$ cat config.mk
export PLATFORM = sky130hd
export DESIGN_NAME = err_inject_ctrl
export DESIGN_NICKNAME = d
export VERILOG_FILES = /design/src/rtl/err_pkg.sv /design/src/rtl/err_apply.sv /design/src/rtl/err_inject_ctrl.sv
export SDC_FILE = /design/constraint.sdc
export NUM_CORES = 1
export LEC_CHECK = 0
export CAP_MARGIN = 20
export CELL_PAD_IN_SITES_DETAIL_PLACEMENT = 1
export CELL_PAD_IN_SITES_GLOBAL_PLACEMENT = 1
export CORE_MARGIN = 2
export CORE_UTILIZATION = 37
export CTS_BUF_LIST = sky130_fd_sc_hd__clkbuf_16
export DETAILED_ROUTE_END_ITERATION = 6
export PLACE_DENSITY = 0.83
export SYNTH_ARGS = -nofsm -noshare
export SYNTH_HDL_FRONTEND = slang
export SYNTH_HIERARCHICAL = 1
export SYNTH_SLANG_ARGS = --single-unit
$ cat constraint.sdc
create_clock -name clk -period 7.3 [get_ports clk]
set_input_delay 1.825 -clock clk [delete_from_list [all_inputs] [get_ports clk]]
set_output_delay 1.825 -clock clk [all_outputs]
set_load 0.1 [all_outputs]
$ cat src/rtl/err_pkg.sv
// err_pkg: shared encodings and default sizes for the error-injection blocks
package err_pkg;
  localparam int ERR_N = 8;
  localparam int ERR_CNT_W = 16;
  typedef enum logic [1:0] {ERR_PASS = 2'd0, ERR_OR = 2'd1, ERR_XOR = 2'd2, ERR_ANDN = 2'd3} err_mode_t;
  typedef enum logic [1:0] {IDLE = 2'd0, ARMED = 2'd1, DONE = 2'd2} err_state_t;
endpackage

$ cat src/rtl/err_apply.sv
// err_apply: combinational corruption of one word by a mask
// Ports: mode (corruption type), mask (bits to hit), data (word in),
//        en (apply corruption this word), data_o (possibly corrupted word)
module err_apply
  import err_pkg::*;
#(
  parameter int N = ERR_N
) (
  input  err_mode_t      mode,
  input  logic [N-1:0]   mask,
  input  logic [N-1:0]   data,
  input  logic           en,
  output logic [N-1:0]   data_o
);
  always_comb
    data_o = !en               ? data :
             mode == ERR_OR    ? data | mask :
             mode == ERR_XOR   ? data ^ mask :
             mode == ERR_ANDN  ? data & ~mask :
                                 data;
endmodule

$ cat src/rtl/err_inject_ctrl.sv
// err_inject_ctrl: scheduled error injector inline on a valid/ready stream
// Ports: clk/rst (async active-high); start/abort control pulses;
//        mode/walk/err_mask/delay/period/count run config sampled on start;
//        in_valid/in_ready/in_data upstream; out_valid/out_ready/out_data/out_err
//        downstream with injection flag; busy (armed), done (run end pulse),
//        inj_total (saturating injection count since reset)
module err_inject_ctrl
  import err_pkg::*;
#(
  parameter int N = ERR_N,
  parameter int CNT_W = ERR_CNT_W
) (
  input  logic             clk,
  input  logic             rst,
  input  logic             start,
  input  logic             abort,
  input  logic [1:0]       mode,
  input  logic             walk,
  input  logic [N-1:0]     err_mask,
  input  logic [CNT_W-1:0] delay,
  input  logic [CNT_W-1:0] period,
  input  logic [CNT_W-1:0] count,
  input  logic             in_valid,
  output logic             in_ready,
  input  logic [N-1:0]     in_data,
  output logic             out_valid,
  input  logic             out_ready,
  output logic [N-1:0]     out_data,
  output logic             out_err,
  output logic             busy,
  output logic             done,
  output logic [CNT_W-1:0] inj_total
);
  err_state_t state, state_nx;
  err_mode_t mode_r;
  logic walk_r;
  logic [N-1:0] mask_cur, applied;
  logic [CNT_W-1:0] gap, remaining, period_r;
  logic accept, armed_accept, inject_now, arm;
  assign in_ready = !out_valid || out_ready;
  assign accept = in_valid && in_ready;
  // abort takes priority over any scheduling activity in the same cycle
  assign armed_accept = state == ARMED && accept && !abort;
  assign inject_now = armed_accept && gap == '0;
  assign arm = state == IDLE && start && !abort && count != '0;
  assign busy = state == ARMED;
  assign done = state == DONE;
  always_ff @(posedge clk or posedge rst)
    if (rst) state <= IDLE;
    else state <= state_nx;
  always_comb begin
    state_nx = state;
    state_nx = abort ? IDLE :
               state == IDLE  ? (start ? (count == '0 ? DONE : ARMED) : IDLE) :
               state == ARMED ? (inject_now && remaining == CNT_W'(1) ? DONE : ARMED) :
                                IDLE;
  end
  always_ff @(posedge clk or posedge rst)
    if (rst) begin
      mode_r <= ERR_PASS;
      walk_r <= 1'b0;
      mask_cur <= '0;
      gap <= '0;
      remaining <= '0;
      period_r <= '0;
      inj_total <= '0;
    end else begin
      if (arm) begin
        mode_r <= err_mode_t'(mode);
        walk_r <= walk;
        mask_cur <= err_mask;
        gap <= delay;
        remaining <= count;
        period_r <= period;
      end else if (inject_now) begin
        remaining <= remaining - CNT_W'(1);
        gap <= period_r;
        if (walk_r) mask_cur <= {mask_cur[N-2:0], mask_cur[N-1]};
      end else if (armed_accept) begin
        gap <= gap - CNT_W'(1);
      end
      if (inject_now && !(&inj_total)) inj_total <= inj_total + CNT_W'(1);
    end
  err_apply #(.N(N)) u_apply (
    .mode(mode_r),
    .mask(mask_cur),
    .data(in_data),
    .en(inject_now),
    .data_o(applied)
  );
  always_ff @(posedge clk or posedge rst)
    if (rst) begin
      out_valid <= 1'b0;
      out_data <= '0;
      out_err <= 1'b0;
    end else if (accept) begin
      out_valid <= 1'b1;
      out_data <= applied;
      out_err <= inject_now;
    end else if (out_ready) begin
      out_valid <= 1'b0;
    end
endmodule
==> metrics.md <==
| Metric | Value |
|---|---|
| Antenna viol nets, final | `0` |
| Max-cap violations | `0` |
| Number of synthesized register bits | `87` |
| CTS Buffer Depth | `2` |
| Tcrit/Tclk final | `0.751` |
| Startpoint Class | `input port` |
| Net Sw Frac | `0.329` |
| Initial DRC count | `221` |
| Total inserted antenna cells | `0` |
| GRT overflow | `0` |
| Syn Inst Count | `532` |
| Average wire per cell in the routed design | `17.9 um` |
| RR Endpoint | `out_data[6]$_DFFE_PP0P_` |
| Reg2reg start | `out_valid$_DFFE_PP0P_` |
| Routability cong. | `0.801` |
| Number of cell rows | `42` |
| Tightest Pin Transition | `1.04 ns` |
| Vias in the first global route | `4764` |
| Vias per cell | `5.47` |
| Max_slew headroom | `0.305` |
| Final Max Slew Viols | `0` |
| Core area | `0.0131 mm2` |
| Pre-antenna DRT Iters | `4` |
| Post-synth ARST share | `1.00` |
| Vias post-DR | `4400` |
| Hold/Removal Path Class | `flip-flop to flip-flop` |
| Post-Syn Area | `0.00493 mm2` |
| # Post-CTS Setup Buffers | `0` |
| Clk pin slew, worst setup/hold paths | `0.06 ns` |
| CP Max Fanout | `4` |
| Ys Warns | `6` |
| P_int | `1020 uW` |
| Die Y | `119 um` |
| Post-CTS Resized | `0` |
| H-tree levels | `3` |
| First-pass GRT wire length | `24600 um` |
| Flop2flop setup slack | `4.11 ns` |
| Top_reg_cell synth | `dfrtp_1` |
| Power density cells | `238 mW/mm2` |
| Post-synth EDFFs | `0` |
| Die ar. | `0.0143 mm2` |
| # hold bufs at CTS | `0` |
| Post-layout min period | `5.48 ns` |
| Net Count, Synth | `626` |
| GRT Total Usage | `0.217` |
| Die span in x | `119 um` |
| Root Driver | `clkbuf_16` |
| Worst vdd ir | `0.107 mV` |
| Seq pwr share | `0.433` |
| Highest-count cells in the layout ignoring fill and taps | `nand2_1 (106), clkdlybuf4s50_1 (101), dfrtp_1 (87)` |
| Layout Nets | `719` |
| Seq/Total Area, Yosys | `0.442` |
| Setup CP Type | `input port to primary output` |
| FF+latch area | `0.00218 mm2` |
| Clock Latency Late Sink | `0.35 ns` |
| Clock Skew | `0.00742 ns` |
| Post-synth top area share | `0.442` |
| CTS tree | `built` |
| Final hold vios | `0` |
| Pleak | `0.00268 uW` |
| Status | `finished clean` |
| Routed wire length | `14400 um` |
| Worst EP arrival | `3.66 ns` |
| P&R area growth vs syn | `30.1%` |
| IO Count | `102` |
| Setup TNS | `0 ns` |
| Commonest non-fill, non-tap cell in the layout | `nand2_1` |
| R2R cell count | `7` |
| Worst hold endpoint | `walk_r$_DFFE_PP0P_` |
| PortBufs | `101` |
| Gate power share | `0.251` |
| Worst Setup End Kind | `primary output` |
| Distinct cells, synth | `58` |
| Pin count of the biggest net entering global routing | `86` |
| Non-filler cells, final | `805` |
| Initial Util | `0.375` |
| Residual DRC | `0` |
| Clk sinks | `87` |
| Area leader, netlist | `dfrtp_1` |
| Layout cell share with drive strength beyond 1 | `0.0731` |
| NetSw | `503 uW` |
| HPWL after DPL | `10200 um` |
| Cts bufs inserted | `9` |
| Syn Area/Cell | `9.26 um2` |
| F_max | `182 MHz` |
| Setup-failing EPs final | `0` |
| Top post-synthesis cells by area | `dfrtp_1 (44%), nand2_1 (8.1%), ha_1 (5.3%)` |
| RSZ-0062 raised after global routing | `no` |
| Clock share of power | `0.316` |
| Filler instances | `1493` |
| Worst Hold Launch | `walk_r$_DFFE_PP0P_` |
| Total power | `1530 uW` |
| Hold depth | `2` |
| Multi-input logic area | `0.00254 mm2` |
| Req. time, crit path | `5.48 ns` |
| Antenna violations before repair | `0` |
| Dpl cells | `789` |
## sequential cells by signal, indices dropped and copies added, names as in the netlist
signal / cells
gap: 16
inj_total: 16
mask_cur: 8
mode_r: 2
out_data: 8
out_err: 1
out_valid: 1
period_r: 16
remaining: 16
state: 2
walk_r: 1
## cell type report
| type | instances | area share |
|---|---|---|
| Clock buffer | 9 | 0.0351 |
| Clock inverter | 6 | 0.0121 |
| Inverter | 24 | 0.0142 |
| Multi-Input combinational cell | 396 | 0.397 |
| Sequential cell | 87 | 0.340 |
| Tap cell | 176 | 0.0343 |
| Timing Repair Buffer | 107 | 0.168 |
## power groups by stage
stage | Combinational, uW | Clock, uW | Sequential [uW]
floorplan | 211 | 0 | 697
global placement | 359 | 0 | 658
detailed placement | 379 | 0 | 667
CTS | 383 | 493 | 660
global route | 422 | 512 | 676
finish | 382 | 482 | 661
## cells in the mapped netlist, types with 3 or more instances
cell type	number
nor4_1	10
and3_1	3
nand4_1	10
o22ai_1	8
ha_1	21
nor2_1	30
inv_1	24
nor3b_1	3
o21ai_0	23
mux2_2	10
buf_1	4
xnor2_1	18
clkbuf_1	13
nor2b_1	3
mux2i_1	16
or3_1	6
or4_1	3
nand2_1	106
nor3_1	17
o221a_2	7
nand3_1	13
o211ai_1	4
a31oi_1	12
a22oi_1	6
buf_6	3
and2_1	3
o22a_1	6
buf_2	3
a21oi_1	17
o21a_1	5
dfrtp_1	87
## metal layers
layer  track usage  routed length, um
met5             0                  0
met4        0.0757                245
met3        0.0307                453
met2         0.379               7270
met1         0.276               6430
## critical path, stage by stage
cell	delay [ns]
clkdlybuf4s50_1	0.45
nand2b_1	0.21
clkdlybuf4s50_1	1.17
## logic make-up (layout without fill, tap and decap cells)
logic type                 count (synthesis)  in the layout  synth area share
and+or+nand+nor                          219            219             0.215
xor gates and xnor gates                  20             20            0.0355
muxes                                     26             26            0.0553
adders and majority gates                 21             21            0.0533
DFF                                       87             87             0.442
AOI/OAI and AO/OA                        110            110             0.155
buffers and inverters                     49            146            0.0442
## stage by stage
| step | setup slack (ns) | instance area, um2 | util | hold WS [ns] |
|---|---|---|---|---|
| after floorplan | 2.72 | 4930 | - | 0.437 |
| after global placement | 1.83 | 6080 | 0.463 | 0.454 |
| after detailed placement | 1.82 | 6080 | 0.463 | 0.465 |
| after CTS | 1.82 | 6380 | 0.486 | 0.479 |
| after global routing | 1.76 | 6410 | 0.488 | 0.509 |
| final | 1.82 | 6410 | 0.488 | 0.471 |
## worst max-delay path by stage
stage,start,endpoint,slack (ns)
after detailed placement,out_ready,in_ready,1.82
after floorplan,out_ready,out_data[3]$_DFFE_PP0P_,2.72
final,out_ready,in_ready,1.82
after global routing,out_ready,in_ready,1.76
after CTS,out_ready,in_ready,1.82
after global placement,out_ready,in_ready,1.83
No activity file was read; power rests on OpenSTA's default activity.
